==> config.mk <==
export PLATFORM = sky130hd
export DESIGN_NAME = regfile_wb_arbiter
export DESIGN_NICKNAME = d
export VERILOG_FILES = /design/src/rtl/regfile_wb_arbiter.sv
export SDC_FILE = /design/constraint.sdc
export NUM_CORES = 1
export LEC_CHECK = 0
export BUFFER_PORTS_ARGS = -buffer_cell sky130_fd_sc_hd__buf_2
export CAP_MARGIN = 20
export CORE_MARGIN = 8
export CORE_UTILIZATION = 40
export CTS_CLUSTER_SIZE = 40
export DETAILED_ROUTE_END_ITERATION = 10
export GPL_TIMING_DRIVEN = 1
export HOLD_SLACK_MARGIN = 0.03
export MAX_ROUTING_LAYER = met4
export PLACE_DENSITY_LB_ADDON = 0.1
export SLEW_MARGIN = 5
export SYNTH_ARGS = -nofsm -noshare
export SYNTH_HDL_FRONTEND = slang
export SYNTH_SLANG_ARGS = --single-unit
==> constraint.sdc <==
create_clock -name sclk_i -period 2 [get_ports sclk_i]
set_input_delay 0 -clock sclk_i [delete_from_list [all_inputs] [get_ports sclk_i]]
set_output_delay 0 -clock sclk_i [all_outputs]
set_load 0.01 [all_outputs]
==> src/rtl/regfile_wb_arbiter.sv <==
// Round-robin write-back arbiter (ALU vs LSU) onto the regfile write port, plus a busy scoreboard.
// Define REGFILE_WB_BYPASS_EN to add forwarding ports and clear busy bits at the accept edge.
module regfile_wb_arbiter #(
    parameter int XLEN = 32,
    parameter int NREG = 32,
    parameter int AW   = 5
) (
    input  logic            sclk_i,
    input  logic            srst_i,
    input  logic            alu_valid_i,
    input  logic [AW-1:0]   alu_rd_i,
    input  logic [XLEN-1:0] alu_data_i,
    output logic            alu_ready_o,
    input  logic            lsu_valid_i,
    input  logic [AW-1:0]   lsu_rd_i,
    input  logic [XLEN-1:0] lsu_data_i,
    output logic            lsu_ready_o,
    input  logic            iss_valid_i,
    input  logic [AW-1:0]   iss_rd_i,
    input  logic [AW-1:0]   rs1_addr_i,
    input  logic [AW-1:0]   rs2_addr_i,
    output logic            rs1_busy_o,
    output logic            rs2_busy_o,
    output logic            rf_we_o,
    output logic [AW-1:0]   rf_waddr_o,
    output logic [XLEN-1:0] rf_wdata_o,
    output logic            err_o
`ifdef REGFILE_WB_BYPASS_EN
    ,
    output logic            rs1_fwd_o,
    output logic            rs2_fwd_o,
    output logic [XLEN-1:0] rs1_fwd_data_o,
    output logic [XLEN-1:0] rs2_fwd_data_o
`endif
);

    logic            last_lsu_reg;
    logic            alu_grant;
    logic            lsu_grant;
    logic            any_grant;
    logic [AW-1:0]   win_rd;
    logic [XLEN-1:0] win_data;
    logic            win_write;

    logic            rf_we_reg;
    logic [AW-1:0]   rf_waddr_reg;
    logic [XLEN-1:0] rf_wdata_reg;
    logic            err_reg;
    logic            err_next;

    logic [NREG-1:0] busy_reg;
    logic [NREG-1:0] busy_next;
    logic            set_en;
    logic            clr_en;
    logic [AW-1:0]   clr_addr;

    // last_lsu_reg=1 means LSU won the previous grant, so ALU wins the next contention
    always_comb begin
        alu_grant = alu_valid_i & (~lsu_valid_i | last_lsu_reg);
        lsu_grant = lsu_valid_i & (~alu_valid_i | ~last_lsu_reg);
        any_grant = alu_grant | lsu_grant;
        win_rd    = alu_grant ? alu_rd_i   : lsu_rd_i;
        win_data  = alu_grant ? alu_data_i : lsu_data_i;
        win_write = any_grant & (win_rd != '0);
    end

    assign alu_ready_o = alu_grant;
    assign lsu_ready_o = lsu_grant;

    always_ff @(posedge sclk_i or negedge srst_i) begin
        if (!srst_i) begin
            last_lsu_reg <= 1'b1;
            rf_we_reg    <= 1'b0;
            rf_waddr_reg <= '0;
            rf_wdata_reg <= '0;
        end else begin
            if (any_grant) begin
                last_lsu_reg <= lsu_grant;
            end
            rf_we_reg <= win_write;
            if (win_write) begin
                rf_waddr_reg <= win_rd;
                rf_wdata_reg <= win_data;
            end
        end
    end

    assign rf_we_o    = rf_we_reg;
    assign rf_waddr_o = rf_waddr_reg;
    assign rf_wdata_o = rf_wdata_reg;

`ifdef REGFILE_WB_BYPASS_EN
    // Forwarding covers the write cycle, so the busy bit may drop as soon as the write is accepted
    assign clr_en   = win_write;
    assign clr_addr = win_rd;
`else
    // Hold busy until the edge after the write, when the regfile itself holds the data
    assign clr_en   = rf_we_reg;
    assign clr_addr = rf_waddr_reg;
`endif

    assign set_en = iss_valid_i & (iss_rd_i != '0);

    assign busy_next[0] = 1'b0;
    generate
        for (genvar gi = 1; gi < NREG; gi++) begin : g_busy
            always_comb begin
                busy_next[gi] = busy_reg[gi];
                if (set_en && iss_rd_i == AW'(gi)) begin
                    busy_next[gi] = 1'b1;
                end else if (clr_en && clr_addr == AW'(gi)) begin
                    busy_next[gi] = 1'b0;
                end
            end
        end
    endgenerate

    assign err_next = err_reg
                    | (set_en & busy_reg[iss_rd_i] & ~(clr_en & (clr_addr == iss_rd_i)));

    always_ff @(posedge sclk_i or negedge srst_i) begin
        if (!srst_i) begin
            busy_reg <= '0;
            err_reg  <= 1'b0;
        end else begin
            busy_reg <= busy_next;
            err_reg  <= err_next;
        end
    end

    assign err_o      = err_reg;
    assign rs1_busy_o = busy_reg[rs1_addr_i];
    assign rs2_busy_o = busy_reg[rs2_addr_i];

`ifdef REGFILE_WB_BYPASS_EN
    assign rs1_fwd_o      = rf_we_reg & (rf_waddr_reg == rs1_addr_i) & (rs1_addr_i != '0);
    assign rs2_fwd_o      = rf_we_reg & (rf_waddr_reg == rs2_addr_i) & (rs2_addr_i != '0);
    assign rs1_fwd_data_o = rf_wdata_reg;
    assign rs2_fwd_data_o = rf_wdata_reg;
`endif

endmodule
==> Word-level counts from Yosys, hierarchy flattened <==
Cells that the tools add are included.
W data, S select, Z words.
{ "word_totals": {"regBits": 71, "input_bits": 94} }
{ "classes": {"magnitude_cmp": 3, "muxes": 70, "reduce_logical": 95, "n_eq_ne": 63, "bitwise_logic": 15} }
{ "ops": {"columns": ["operator", "n"], "rows": [
  ["$eq A5 B5 Y1 const B", 32],
  ["$eq A5 B4 Y1 const B", 16],
  ["$mux W1", 65],
  ["$logic_and A1 B1 Y1", 62],
  ["$reduce_bool A2 Y1", 31],
  ["$eq A5 B3 Y1 const B", 8],
  ["$mux W32", 1],
  ["$eq A5 B2 Y1 const B", 4],
  ["$lt A5 B6 Y1 const B", 3],
  ["$bmux W1 S5", 3],
  ["$eq A5 B1 Y1 const B", 2],
  ["$reduce_bool A5 Y1", 2],
  ["$and A1 B1 Y1", 7],
  ["$eq A5 B5 Y1", 1],
  ["$mux W5", 1],
  ["$not A1 Y1", 4],
  ["$or A1 B1 Y1", 4]
]} }

==> Logic depth before layout (Yosys ltp) <==
{ "depth": {"word_depth": 6, "mapped_depth": 8} }

==> Least setup slack after synthesis <==
OpenSTA, ideal clock, no wires.
{ "synth_path": {"kind": "register -> register", "start": "register last_lsu_reg", "end": "register rf_waddr_reg[4] (netlist: rf_waddr_o[4])", "path_buffers": 2, "arrival_time_ns": 2.056, "stages_incl_launch_ff": 8, "slack_ns": -0.181, "synth_period_minus_slack_ns": 2.181, "cell_sequence": "dfstp_2 nor2b_4 nand2b_4 mux2_1 o41a_1 buf_6 buf_6 mux2_4"} }
{ "synth_between": {"elab_chain_len": 5} }
{ "synth_rtl": {"columns": ["item", "line", "rtl"], "rows": [
  ["start, declared", "37", "logic last_lsu_reg;"],
  ["start signal, assigned", "78", "last_lsu_reg <= lsu_grant;"],
  ["$or A1 B1 Y1 / $not A1 Y1 (equally long branches)", "59, 60", null],
  ["$and A1 B1 Y1 / $or A1 B1 Y1 (equally long branches)", "59, 60", null],
  ["$mux W5 / $and A1 B1 Y1 (equally long branches)", "62, 60", null],
  ["$reduce_bool A5 Y1 / $or A1 B1 Y1 (equally long branches)", "64, 61", null],
  ["$and A1 B1 Y1", "64", "win_write = any_grant & (win_rd != '0);"],
  ["end signal, assigned", "82", "rf_waddr_reg <= win_rd;"],
  ["end, declared", "46", "logic [AW-1:0] rf_waddr_reg;"]
]} }
Several ways; a longest one is shown, not always the timed one.
A chain may end at the register's enable or synchronous reset.

==> Worst setup path after layout <==
{ "layout_path": {"start": "register last_lsu_reg", "end": "register rf_wdata_reg[14] (netlist: rf_wdata_o[14])"} }
{ "layout_between": {"elab_chain_len": 5} }
{ "layout_rtl": {"columns": ["item", "line", "rtl"], "rows": [
  ["$or A1 B1 Y1 / $not A1 Y1 (equally long branches)", "59, 60", null],
  ["$and A1 B1 Y1 / $or A1 B1 Y1 (equally long branches)", "59, 60", null],
  ["$mux W5 / $and A1 B1 Y1 (equally long branches)", "62, 60", null],
  ["$reduce_bool A5 Y1 / $or A1 B1 Y1 (equally long branches)", "64, 61", null],
  ["$and A1 B1 Y1", "64", null],
  ["end signal, assigned", "83", "rf_wdata_reg <= win_data;"],
  ["end, declared", "47", "logic [XLEN-1:0] rf_wdata_reg;"]
]} }
Several ways; a longest one is shown, not always the timed one.

==> results.toml <==
[sta]
tightest_slew_ns = 0.4309
period_minus_slack_ns = 2.205
finalClockSkew_ns = 0.007195
slew_headroom_pct = 71.27
post-route-period-util_pct = 110.2
setup_slack_ns = -0.2046
setup_viol = 39
hold_viol = 0
rsz0062_at_grt = "true"
maxSlewViolCount = 0
max_freq_ghz = 0.4536

[synthesis]
ys.flop_type = "dfrtp_1"
ys_types = 39
ys_seq_area_share_pct = 42.39
yosysWarnings = 0
syn_area_per_cell_um2 = 12.48
syn-instance-count = 336
synth-compound-area-share_pct = 9.427
synth_fa_ha_area_share_pct = 0
synth_xor_area_share_pct = 1.044
synth_top_area_share_pct = 41.77
synth.area.top_cells = "dfrtp_1 (42%), mux2_2 (15%), mux4_2 (12%)"
ys_top_cells_by_count = "dfrtp_1 (70), o21ai_0 (64), mux2_2 (56)"
async_flop_share_pct = 100.0
synth_area_um2 = 4194
synth.most_common_cell = "dfrtp_1"
yosys.area.top_type = "dfrtp_1"
synthMuxAreaShare_pct = 36.61
synth_edf_count = 0
yosys.area_share.simple_pct = 7.637
ys_ff_latch = 71
syn-num-nets = 430
synth_top_family_by_area = "multiplexers"

[final_layout]
diodes = 0
regArea_um2 = 1778
synthToLayoutAreaGrowth_pct = 43.05
fin_util_pct = 58.64
num-fill-cells = 863
nets = 639
drive_gt1_share_pct = 50.18
multi_input_area_um2 = 2312
largest_reg_flops = 32

[clocking]
cts.path.max_buffers = 2
cts_htree_levels = 3
insertion_delay_ns = 0.34
tritoncts = "yes"
cts_sinks = 71
cts-root-buf = "clkbuf_8"
numCtsBuffers = 9
clk_pin_slew_ns = 0.08

[critical_path]
path_max_fanout = 12
cp_data_arrival_time_ns = 2.43
critPathKind = "reg2reg"
required_ns = 2.23
cp-start-kind = "flop"
end_kind = "flop"

[grt]
gr-usage-met3_pct = 4.617
antenna_found_initial = 0
grt_use_met1_pct = 23.84
grt_busiest_layer = "met2"
grt_pass1_vias = 4044
grt_use_met2_pct = 31.19
grt.total_usage_pct = 19.43
gr-total-overflow = 0
grt_pass1_wl_um = 21170
grt_max_degree = 72

[detailed_routing]
first_iter_violations = 251
wl_um = 12880
drt_first_pass_iters = 4
wire_per_inst_um = 18.78
route.detailed.drc = 0
antenna_left = 0
routed-via-count = 3645
viasPerCell = 5.313

[status]
status = "finished with violations"
violations = "setup timing"

[floorplan]
initial_core_util_pct = 40.99
die_h_um = 118.4
io_pins = 137
die_area_um2 = 14020
core_um2 = 10230
rows = 37
dieWidth_um = 118.4

[placement]
portBuffers = 136
place_congestion = 0.8356
dp_hpwl_um = 8947

[power_and_ir_drop]
power.density_nw_per_um2 = 891.2
p_total_mw = 5.347
ir_drop_v = 0.0003855
p_leak_nw = 2.666

[run]
max_cap_viol_count = 0

[worst_hold_path]
hp-class = "in2reg"
==> through the flow <==
stage | area [um2] | hold WS, ns | setup WS, ns | cells | setup TNS (ns)
2_1_floorplan | 4194 | -0.2956 | -0.1814 | 336 | -4.029
6_report | 6000 | 0.04087 | -0.2046 | 686 | -6.852
5_1_grt | 6000 | 0.03109 | -0.2585 | 686 | -8.936
3_5_place_dp | 5055 | 0.06106 | -0.2539 | 600 | -8.579
3_3_place_gp | 5055 | 0.05340 | -0.2209 | 600 | -7.099
4_1_cts | 6000 | 0.03229 | -0.2287 | 686 | -7.723
==> routing by layer <==
| layer | part of all wire (%) | vias to the layer above |
|---|---|---|
| met1 | 44 | 1800 |
| li1 | - | 1689 |
| met2 | 49 | 137 |
| met4 | 1.8 | 0 |
| met5 | 0 | - |
| met3 | 5.5 | 19 |
==> layout make-up <==
| class | count | share of cell area [%] |
|---|---|---|
| clock buffers | 11 | 2.357 |
| clock inverters | 5 | 0.9593 |
| inverters | 4 | 0.2503 |
| multi-input cells | 241 | 38.54 |
| flip-flops and latches | 71 | 29.64 |
| well taps | 136 | 2.836 |
| repair buffers | 218 | 25.42 |
==> logic make-up (layout without fill, tap and decap cells) <==
group | count (synthesis) | in the layout
muxes | 107 | 107
AOI/OAI and AO/OA | 73 | 73
DFF | 71 | 71
and+or+nand+nor | 56 | 56
buffers and inverters | 24 | 238
xor gates and xnor gates | 5 | 5
==> power by group <==
part | switching (mW) | internal (mW) | total [mW]
logic | 0.731 | 1.14 | 1.87
registers | 0.452 | 1.86 | 2.31
clock network | 0.554 | 0.608 | 1.16
==> final timing paths <==
check	endpoint	slack, ns	start	cells past startpoint
setup reg to reg	rf_wdata_o[14]$_DFFE_PN0P_	-0.20	last_lsu_reg$_DFFE_PN1P_	6
min in group asynchronous	rf_wdata_o[11]$_DFFE_PN0P_	0.21	srst_i	3
max in group asynchronous	last_lsu_reg$_DFFE_PN1P_	1.48	srst_i	3
hold / removal	rf_wdata_o[23]$_DFFE_PN0P_	0.04	alu_data_i[23]	3
setup / recovery	rf_wdata_o[14]$_DFFE_PN0P_	-0.20	last_lsu_reg$_DFFE_PN1P_	6
hold reg to reg	rf_wdata_o[26]$_DFFE_PN0P_	0.50	rf_wdata_o[26]$_DFFE_PN0P_	1
==> critical path, cell delays in order (launching register included) <==
cell      delay [ns]
dfstp_2         0.56
nor2b_4         0.04
nand2b_4        0.15
mux2_2          0.30
o41a_4          0.55
buf_12          0.18
mux2_4          0.30
==> placed cells by master (no fill, tap or decap), types with 2 or more instances in the layout <==
| master | n |
|---|---|
| buf_2 | 134 |
| dfrtp_1 | 70 |
| dlygate4sd3_1 | 67 |
| o21ai_0 | 64 |
| mux2_2 | 55 |
| mux4_2 | 23 |
| mux2_4 | 23 |
| buf_4 | 11 |
| nand2_1 | 10 |
| clkbuf_8 | 10 |
| nor2_1 | 9 |
| nand3_1 | 8 |
| nand2b_1 | 6 |
| mux2i_1 | 6 |
| inv_1 | 4 |
| xor2_1 | 4 |
| nor3_1 | 3 |
| or2_2 | 3 |
| nor2b_1 | 3 |
| nand4b_1 | 3 |
| clkinvlp_4 | 3 |
| buf_6 | 3 |
| nor3b_1 | 2 |
| a221oi_1 | 2 |
| nor4_1 | 2 |
| nand4_1 | 2 |
| buf_12 | 2 |
==> repair_timing <==
item,in CTS,in global routing
cloned,1,0
hold endpoints to repair,104,0
hold buffers,67,0
setup buffers,2,0
pin swaps,1,1
resized for setup,8,0
setup endpoints to repair,39,39
Note: power is estimated with default switching activity, not from simulation.
